### src/rtl/pe_stream_sequencer.sv
// Joins up to three operand streams into one PE tile. Fires the PE when every
// enabled operand is present, bypasses aligned control tokens and buffers results.
module pe_stream_sequencer #(
  parameter int                DATA_W     = 16,
  parameter int                FIFO_DEPTH = 2,
  parameter logic [DATA_W:0]   DONE_TOKEN = 'h10100,
  parameter int                CNT_W      = 32
) (
  input  logic              clk,
  input  logic              rst_n,
  input  logic              clk_en,
  input  logic              flush,
  input  logic              tile_en,
  input  logic [2:0]        in_mask,
  input  logic [DATA_W:0]   data0,
  input  logic              data0_valid,
  output logic              data0_ready,
  input  logic [DATA_W:0]   data1,
  input  logic              data1_valid,
  output logic              data1_ready,
  input  logic [DATA_W:0]   data2,
  input  logic              data2_valid,
  output logic              data2_ready,
  output logic [DATA_W-1:0] pe_op0,
  output logic [DATA_W-1:0] pe_op1,
  output logic [DATA_W-1:0] pe_op2,
  input  logic [DATA_W-1:0] pe_res,
  output logic [DATA_W:0]   res,
  output logic              res_valid,
  input  logic              res_ready,
  output logic              done,
  output logic              error,
  output logic [CNT_W-1:0]  cycle_count
);
  localparam int SW    = DATA_W + 1;
  localparam int PTR_W = $clog2(FIFO_DEPTH);
  localparam int CW    = PTR_W + 1;

  // state  | meaning
  // IDLE   | waiting for tile_en
  // RUN    | joining operands and firing
  // DONE   | DONE token pushed; held until flush or tile_en low
  // ERR    | token misalignment seen; held until flush or tile_en low
  typedef enum logic [1:0] {S_IDLE, S_RUN, S_DONE, S_ERR} state_t;
  state_t state, state_nxt;

  logic [SW-1:0]    data_arr [3];
  logic [2:0]       valid_vec;
  logic             all_v, any_v, pop, full_after_pop, fire, push, err_ev;
  logic             all_data, all_tok, have_ref;
  logic [SW-1:0]    ref_val, push_val;
  logic [SW-1:0]    mem [FIFO_DEPTH];
  logic [PTR_W-1:0] wr_ptr, rd_ptr;
  logic [CW-1:0]    fifo_cnt;
  logic             started;

  assign data_arr[0] = data0;
  assign data_arr[1] = data1;
  assign data_arr[2] = data2;
  assign valid_vec   = {data2_valid, data1_valid, data0_valid};

  assign all_v = (in_mask != 3'b000) && ((valid_vec | ~in_mask) == 3'b111);
  assign any_v = |(valid_vec & in_mask);

  assign res_valid      = (fifo_cnt != '0);
  assign res            = mem[rd_ptr];
  assign pop            = clk_en && res_valid && res_ready;
  assign full_after_pop = (fifo_cnt == CW'(FIFO_DEPTH)) && !pop;
  assign fire = clk_en && !flush && tile_en && (state == S_RUN) && all_v && !full_after_pop;

  assign data0_ready = fire && in_mask[0];
  assign data1_ready = fire && in_mask[1];
  assign data2_ready = fire && in_mask[2];

  assign pe_op0 = in_mask[0] ? data0[DATA_W-1:0] : '0;
  assign pe_op1 = in_mask[1] ? data1[DATA_W-1:0] : '0;
  assign pe_op2 = in_mask[2] ? data2[DATA_W-1:0] : '0;

  // Tokens pass only if every enabled lane carries the same token as the lowest enabled lane.
  always_comb begin
    ref_val  = '0;
    have_ref = 1'b0;
    all_data = 1'b1;
    all_tok  = 1'b1;
    for (int i = 0; i < 3; i++) begin
      if (in_mask[i]) begin
        if (!have_ref) begin
          ref_val  = data_arr[i];
          have_ref = 1'b1;
        end
        if (data_arr[i][SW-1]) all_data = 1'b0;
        else                   all_tok  = 1'b0;
        if (data_arr[i] != ref_val) all_tok = 1'b0;
      end
    end
  end

  assign push     = fire && (all_data || all_tok);
  assign err_ev   = fire && !all_data && !all_tok;
  assign push_val = all_data ? {1'b0, pe_res} : ref_val;

  always_comb begin
    state_nxt = state;
    if (flush) begin
      state_nxt = S_IDLE;
    end else if (clk_en) begin
      case (state)
        S_IDLE: if (tile_en) state_nxt = S_RUN;
        S_RUN: begin
          if (err_ev)                               state_nxt = S_ERR;
          else if (push && push_val == DONE_TOKEN)  state_nxt = S_DONE;
          else if (!tile_en)                        state_nxt = S_IDLE;
        end
        S_DONE, S_ERR: if (!tile_en) state_nxt = S_IDLE;
        default: state_nxt = S_IDLE;
      endcase
    end
  end

  always_ff @(posedge clk or negedge rst_n) begin
    if (!rst_n) state <= S_IDLE;
    else        state <= state_nxt;
  end

  assign done = (state == S_DONE);

  always_ff @(posedge clk or negedge rst_n) begin
    if (!rst_n) begin
      for (int i = 0; i < FIFO_DEPTH; i++) mem[i] <= '0;
      wr_ptr   <= '0;
      rd_ptr   <= '0;
      fifo_cnt <= '0;
    end else if (flush) begin
      wr_ptr   <= '0;
      rd_ptr   <= '0;
      fifo_cnt <= '0;
    end else begin
      if (push) begin
        mem[wr_ptr] <= push_val;
        wr_ptr      <= wr_ptr + 1'b1;
      end
      if (pop) rd_ptr <= rd_ptr + 1'b1;
      if (push && !pop)      fifo_cnt <= fifo_cnt + CW'(1);
      else if (pop && !push) fifo_cnt <= fifo_cnt - CW'(1);
    end
  end

  always_ff @(posedge clk or negedge rst_n) begin
    if (!rst_n)      error <= 1'b0;
    else if (flush)  error <= 1'b0;
    else if (err_ev) error <= 1'b1;
  end

  // Counting starts with the first enabled valid in RUN and then runs every enabled RUN cycle.
  always_ff @(posedge clk or negedge rst_n) begin
    if (!rst_n) begin
      cycle_count <= '0;
      started     <= 1'b0;
    end else if (flush) begin
      cycle_count <= '0;
      started     <= 1'b0;
    end else if (clk_en && state == S_RUN && (started || any_v)) begin
      started <= 1'b1;
      if (cycle_count != '1) cycle_count <= cycle_count + 1'b1;
    end
  end
endmodule

### config.mk
export PLATFORM = sky130hd
export DESIGN_NAME = pe_stream_sequencer
export DESIGN_NICKNAME = d
export VERILOG_FILES = /design/src/rtl/pe_stream_sequencer.sv
export SDC_FILE = /design/constraint.sdc
export NUM_CORES = 1
export LEC_CHECK = 0
export CAP_MARGIN = 20
export CORE_MARGIN = 3
export CORE_UTILIZATION = 35
export DETAILED_ROUTE_END_ITERATION = 10
export PLACE_DENSITY = 0.65
export SETUP_SLACK_MARGIN = 0.3
export SLEW_MARGIN = 15
export SYNTH_ARGS = -nofsm -noshare
export SYNTH_HDL_FRONTEND = slang
export SYNTH_SLANG_ARGS = --single-unit
### constraint.sdc
create_clock -name clk -period 2.7 [get_ports clk]
set_input_delay 0.54 -clock clk [delete_from_list [all_inputs] [get_ports clk]]
set_output_delay 0.54 -clock clk [all_outputs]
set_load 0.02 [all_outputs]
==> results of run 1 <==
[critical path: stages]
cell and delay, ns:
buf_12 0.11, buf_12 0.13, and2_4 0.15, a21oi_4 0.13, xor2_1 0.17, nand4_1 0.20, nor4_2 0.26, o311a_4 0.25
and3b_2 0.23, buf_6 0.12, buf_16 0.12, mux2_4 0.29
[cells in the mapped netlist, types with 2 or more instances]
master    number
a221oi_1       2
mux2_2        29
nor4_1         8
nor2b_1        5
and3_1        10
o31ai_1        9
a22o_1         2
a31oi_1        3
mux2i_1        5
nand2b_1       4
inv_2          2
a211o_1        8
nor3_1         3
nor2_1        58
a21o_1         2
clkbuf_1      10
or3_1         12
buf_2         10
xnor2_1       21
o22ai_1        3
o21ai_0       26
and2_1        36
nand3b_1       3
buf_1          3
a222oi_1       4
xor2_1        18
nand3_1       12
buf_4          3
a21oi_1       25
mux2_1        27
and4_1         3
a211oi_1       9
dfrtp_1       74
a22oi_1        2
nand2_1       49
nor3b_1        2
inv_1         26
nand4_1       15
[per-layer routing]
layer	wire length [µm]	vias to the layer above	part of all wire, %	GRT usage (%)
li1	-	2710	-	-
met1	8420	2795	41	30.3
met2	10300	260	50	43.4
met3	1390	41	6.7	5.43
met4	562	2	2.7	8.64
met5	13	-	0.063	0
[cell families (layout without fill, tap and decap cells)]
family | count (synthesis) | in the layout
AO/OA/AOI/OAI | 112 | 112
XOR/XNOR | 39 | 39
adder cells (fa/ha/maj) | 1 | 1
buffers and inverters | 55 | 401
flip-flops | 74 | 74
multiplexers | 61 | 61
AND/OR/NAND/NOR | 225 | 225
[per-stage QoR]
stage	hold WS [ns]	std cells	utilization, %	setup TNS (ns)	setup slack [ns]
after global routing	0.229	1093	66.2	0	0.160
after floorplan	0.244	567	-	0	0.157
after global placement	0.465	1049	58.7	-32.26	-0.695
final	0.194	1093	66.2	0	0.193
after detailed placement	0.473	1049	58.7	-35.67	-0.704
after CTS	0.203	1086	64.5	0	0.173
[report_power, final]
group	leakage (µW)	internal, µW	total [µW]	switching (µW)
Combinational	0.00324	545	1040	496
Sequential	0.00103	1130	1150	15.4
Clock	0.000190	1090	1560	473
Total	0.00446	2770	3750	984
[how the worst min path moves through the flow]
stage,to,depth (start not counted),slack (ns),start
5_1_grt,cycle_count[12],1,0.23,rst_n
6_report,cycle_count[12],1,0.19,rst_n
4_1_cts,cycle_count[15],1,0.20,rst_n
3_5_place_dp,mem[21],1,0.47,mem[21]
3_3_place_gp,mem[20],1,0.47,mem[20]
2_1_floorplan,cycle_count[0],0,0.24,rst_n
[final cells by class]
| class | instances | area (µm²) | area share [%] |
|---|---|---|---|
| Clock buffer | 9 | 225 | 2.43 |
| Clock inverter | 7 | 164 | 1.77 |
| Tap cell | 180 | 225 | 2.43 |
| Sequential cell | 74 | 1850 | 20.0 |
| Timing Repair Buffer | 357 | 3190 | 34.4 |
| Inverter | 28 | 105 | 1.13 |
| Multi-Input combinational cell | 438 | 3500 | 37.8 |
[flip-flops by register name, summed over array words and instances, names as in the netlist]
signal and flops:
rd_ptr 1, fifo_cnt 2, error 1, wr_ptr 1, cycle_count 32, started 1
state 2, mem 34
[repair_timing]
| item | 4_1_cts | 5_1_grt |
|---|---|---|
| cloned | 3 | 1 |
| endpoints found under the setup margin | 136 | 68 |
| setup buffers | 18 | 6 |
| pin swaps | 40 | 42 |
| gates resized for setup | 184 | 96 |
==> parameters.txt, run 1 <==
Parameter                              Value

Outcome
  Outcome ... completed

STA
  Post-Route Skew ... 0.00663 ns
  Worst slew margin relative to its limit ... 62.7%
  Final critical path time including I/O delays and setup ... 2.51 ns
  Unrepaired setup endpoints after global routing ... true
  Number of endpoints with negative hold slack in the final report ... 0
  Worst Tran Pin Value ... 0.560 ns
  Upper clock frequency limit ... 399 MHz
  Final worst path period share ... 92.9%
  Pins Over Slew Limit ... 0
  Final setup viols ... 0

Clocking
  TritonCTS sink count ... 74
  Reg clk slew, reported paths ... 0.06 ns
  TritonCTS clock tree ... yes
  Clock insertion delay at the later pin of the skew report ... 0.34 ns
  Maximum buffer depth of the clock tree ... 2
  Number of hold buffers added after cts ... 0
  CTS buffer count ... 9
  Root cell of the clock tree ... clkbuf_16
  H-tree depth ... 3

Job
  Max Cap Viol ... 0

Worst setup path
  Worst flop-to-flop path startpoint ... state[1]
  Element type at the critical path start ... input port
  Critical path endpoint category ... flop
  Worst reg2reg path endpoint ... cycle_count[26]
  Peak fanout along the critical path ... 8
  Register-to-Register Path Depth ... 12
  Critical path data arrival time ... 2.72 ns
  Critical path data required time ... 2.92 ns
  Classification of the worst setup path ... in -> reg
  Start point of the critical path ... in_mask[0]
  Endpoint of the most critical setup path ... mem[29]
  Register-to-Register Setup Slack ... 0.42 ns

Finish
  Filler Cells Inserted ... 1138
  Area Growth Syn to Fin ... 83.9%
  Most frequent cells in the layout ... buf_4, clkdlybuf4s50_1, dfrtp_1, nor2_1, nand2_1
  Most common library cell in the layout ignoring fill and taps ... buf_4
  Layout cells sized above 1 ... 40.0%
  Antenna cell count ... 0
  Cell area after layout ... 0.00926 mm²
  Number of nets in the finished design ... 988

Synthesis
  Async set-or-reset flop fraction in the synthesized netlist ... 100%
  EDFF count, synth ... 0
  Fraction of the mapped netlist area in compound gates ... 15.1%
  Share of Yosys cell area claimed by the top area cell type ... 36.8%
  Synth warnings ... 0
  Avg Inst Size Synth ... 8.88 µm²
  Portion of the post-synthesis area used by sequential elements ... 36.8%
  Cell taking the most area after synthesis ... dfrtp_1
  Largest cells by area after synthesis ... dfrtp_1, mux2_2, mux2_1, and2_1, nor2_1
  Mapped Nets ... 647
  Area share of fa/ha/maj cells after synthesis ... 0.248%
  Yosys cell types ... 62
  Combinational family with the most area after synthesis ... simple AND/OR/NAND/NOR gates
  Synthesized instance count ... 567
  Post-synthesis share of cell area spent on and, or, nand and nor gates ... 22.9%
  XOR/XNOR share of the synthesized area ... 6.78%
  Fraction of synthesized area in multiplexers ... 13.5%
  Post-synthesis cell area ... 0.00504 mm²
  Most used flip-flop cell after synthesis ... dfrtp_1
  Number of flip-flops and latches in the synthesized netlist ... 74

Detailed routing
  Number of routed nets with antenna violations ... 0
  Post-DR wirelength/cell ... 18.9 µm
  Detailed-route vias per instance ... 5.31
  Total number of vias ... 5808
  Sum of routed wire length over all layers ... 20700 µm
  Residual DRC count ... 0
  First-iteration detailed-routing DRC count ... 354
  Number of optimization iterations in the first detailed-route pass ... 5

Floorplanning
  Chip Height ... 126 µm
  Number of top-level pins ... 182
  Placement Rows ... 43
  Area of the core region ... 0.0140 mm²
  Effective utilization at floorplan ... 36.0%
  Floorplan die width ... 126 µm
  Die area ... 0.0159 mm²

Placement
  Weighted congestion reported at the end of routability-driven placement ... 0.922
  Detailed Place HPWL ... 15400 µm
  Total of buffers placed on input and output ports ... 181
  Area after DPL ... 0.00821 mm²

Power
  Pleak ... 0.00446 µW
  Peak ir drop on the vdd network ... 0.311 mV
  Power per cell area ... 405 mW/mm²
  Overall power consumption ... 3750 µW

Min path
  HP Class ... in -> async

Global routing
  Pin count of the biggest net entering global routing ... 52
  Number of global-route vias before repair ... 6122
  GRT Overall Usage ... 24.9%
  Antenna violations before repair ... 1
  Wire length of the first global-routing pass ... 31700 µm
  Overall overflow remaining after global route ... 0
Note: power is estimated with default switching activity, not from simulation.
==> run 2: changes to the inputs <==
--- a/config.mk
+++ b/config.mk
@@ -8,7 +8,9 @@
 export CAP_MARGIN = 20
 export CORE_MARGIN = 3
 export CORE_UTILIZATION = 35
+export CTS_CLUSTER_SIZE = 25
 export DETAILED_ROUTE_END_ITERATION = 10
+export MAX_ROUTING_LAYER = met4
 export PLACE_DENSITY = 0.65
 export SETUP_SLACK_MARGIN = 0.3
 export SLEW_MARGIN = 15
==> run 2 against run 1 <==
  * Setup slack worse by 0.12 ns
  * Cell count up 1.1%
  * Register-to-register slack better by 0.03 ns
  * Sequential power about the same
  * Worst hold slack better by 0.029 ns
  * Fmax down 4.4%
  * Utilization up 0.22 points
  * Wire length down 1.1%
  * Die area unchanged
==> parameters.txt, run 2 (same netlist as run 1, synthesis figures left out) <==
Parameter                              Value

STA
  Upper clock frequency limit ... 381 MHz
  Hold slack ... 0.223 ns
  Pins Over Slew Limit ... 0
  Final worst path period share ... 97.1%
  Final critical path time including I/O delays and setup ... 2.62 ns
  Final setup viols ... 0
  Post-Route Skew ... 0.00664 ns
  Unrepaired setup endpoints after global routing ... true
  Worst slew margin relative to its limit ... 67.7%
  Number of endpoints with negative hold slack in the final report ... 0
  Final worst slack ... 0.0771 ns
  Worst Tran Pin Value ... 0.485 ns

Floorplanning
  Die area ... 0.0159 mm²
  Chip Height ... 126 µm
  Area of the core region ... 0.0140 mm²
  Placement Rows ... 43
  Floorplan die width ... 126 µm
  Effective utilization at floorplan ... 36.0%
  Number of top-level pins ... 182

Min path
  HP Class ... in -> async

Finish
  Max reg flops ... 34
  Multi-input gate area ... 0.00343 mm²
  Registers with the highest flip-flop counts ... mem: 34 flops, cycle_count: 32 flops
  Filler Cells Inserted ... 1103
  Register Area ... 0.00185 mm²
  Most frequent cells in the layout ... buf_4, clkdlybuf4s50_1, dfrtp_1, nor2_1, nand2_1
  Layout cells sized above 1 ... 39.1%
  Most common library cell in the layout ignoring fill and taps ... buf_4
  Non-Filler Instances ... 1105
  Number of nets in the finished design ... 1000
  Area Growth Syn to Fin ... 84.5%
  Largest register by flop count ... mem
  Antenna cell count ... 0

Placement
  Worst setup slack before clock tree synthesis ... -0.732 ns
  Detailed Place HPWL ... 15500 µm
  Placed cell count ... 1051
  Weighted congestion reported at the end of routability-driven placement ... 0.999
  Total of buffers placed on input and output ports ... 181

Worst setup path
  Critical path data required time ... 2.91 ns
  Register-to-Register Path Depth ... 10
  Peak fanout along the critical path ... 8
  Worst flop-to-flop path startpoint ... cycle_count[16]
  Classification of the worst setup path ... in -> reg
  Critical path endpoint category ... flop
  Critical path data arrival time ... 2.83 ns
  Start point of the critical path ... in_mask[0]
  Element type at the critical path start ... input port

Power
  Pleak ... 0.00441 µW
  Peak ir drop on the vdd network ... 0.276 mV
  Power per cell area ... 377 mW/mm²

Clocking
  TritonCTS sink count ... 74
  Root cell of the clock tree ... clkbuf_16
  H-tree depth ... 3
  Maximum buffer depth of the clock tree ... 2
  Number of hold buffers added after cts ... 0
  Reg clk slew, reported paths ... 0.06 ns
  TritonCTS clock tree ... yes
  Clock insertion delay at the later pin of the skew report ... 0.33 ns
  CTS buffer count ... 9

Global routing
  Pin count of the biggest net entering global routing ... 75
  Wire length of the first global-routing pass ... 32100 µm
  Antenna violations before repair ... 0
  Overall overflow remaining after global route ... 0
  Number of global-route vias before repair ... 6184
  GRT Overall Usage ... 26.0%

Detailed routing
  Sum of routed wire length over all layers ... 20500 µm
  Residual DRC count ... 0
  Total number of vias ... 5855
  Number of optimization iterations in the first detailed-route pass ... 7
  Detailed-route vias per instance ... 5.30
  Number of routed nets with antenna violations ... 0
  First-iteration detailed-routing DRC count ... 294
  Post-DR wirelength/cell ... 18.5 µm

Outcome
  Outcome ... completed

Job
  Max Cap Viol ... 0
-- run 2: cell count changes in the layout (fill, tap and decap cells not counted), sizes merged, moves of 2 or more --
| cell | previous run | this run |
|---|---|---|
| dlygate4sd2 | 33 | 31 |
| bufinv | 5 | 2 |
| clkinv | 1 | 3 |
| dlymetal6s2s | 10 | 8 |
| clkdlybuf4s50 | 100 | 109 |
| clkbuf | 26 | 12 |
| clkdlybuf4s15 | 5 | 13 |
| buf | 192 | 206 |
-- run 2: worst max-delay path: stages --
cell and delay, ns:
buf_12 0.11, buf_12 0.14, buf_8 0.13, buf_4 0.13
mux2i_2 0.20, o22ai_1 0.10, nor3_1 0.19, o22ai_2 0.12
o21bai_2 0.12, o311a_4 0.21, and3b_2 0.28, buf_6 0.12
buf_8 0.12, mux2_4 0.31
-- run 2: per-layer routing --
layer  up-vias  wire length (µm)  track usage (%)
li1       2730                 -                -
met1      2820              8410             30.9
met2       264             10200             44.6
met3        41              1270             4.58
met4         0               565             8.52
met5         -                 0                -
-- run 2: path summary, 6_finish.rpt --
path / end / slack (ns)
worst min register to register: mem[14] / 0.49
min in group clk: mem[14] / 0.49
worst max-delay path: mem[24] / 0.08
worst min-delay path: cycle_count[11] / 0.22
max in group asynchronous: cycle_count[24] / 2.14
worst max register to register: cycle_count[15] / 0.45
-- run 2: area by class of cell --
| type | count | area share [%] |
|---|---|---|
| well taps | 180 | 2.42 |
| clock buffers | 10 | 2.57 |
| flip-flops and latches | 74 | 19.9 |
| inverters | 28 | 1.16 |
| repair buffers | 369 | 36.1 |
| multi-input cells | 438 | 36.9 |
| clock inverters | 6 | 0.969 |
-- run 2: metrics by stage --
step	setup TNS [ns]	power, µW	area [µm²]	util [%]
2_1_floorplan	0	1540	5210	-
3_3_place_gp	-25.98	2100	8220	58.8
3_5_place_dp	-26.83	2110	8220	58.8
4_1_cts	0	3510	9140	65.4
5_1_grt	0	3640	9290	66.4
6_report	0	3500	9290	66.4
-- run 2: where the power goes --
group          total, µW  switching, µW  internal (µW)
clock               1300            462            835
combinational       1060            494            566
sequential          1150           15.2           1130
-- run 2: timing repair --
action	in CTS	in global routing
hold endpoints to repair	0	0
buffers inserted	26	7
setup endpoints to repair	116	68
pin swaps	47	11
gates cloned	4	1
resized for setup	223	23
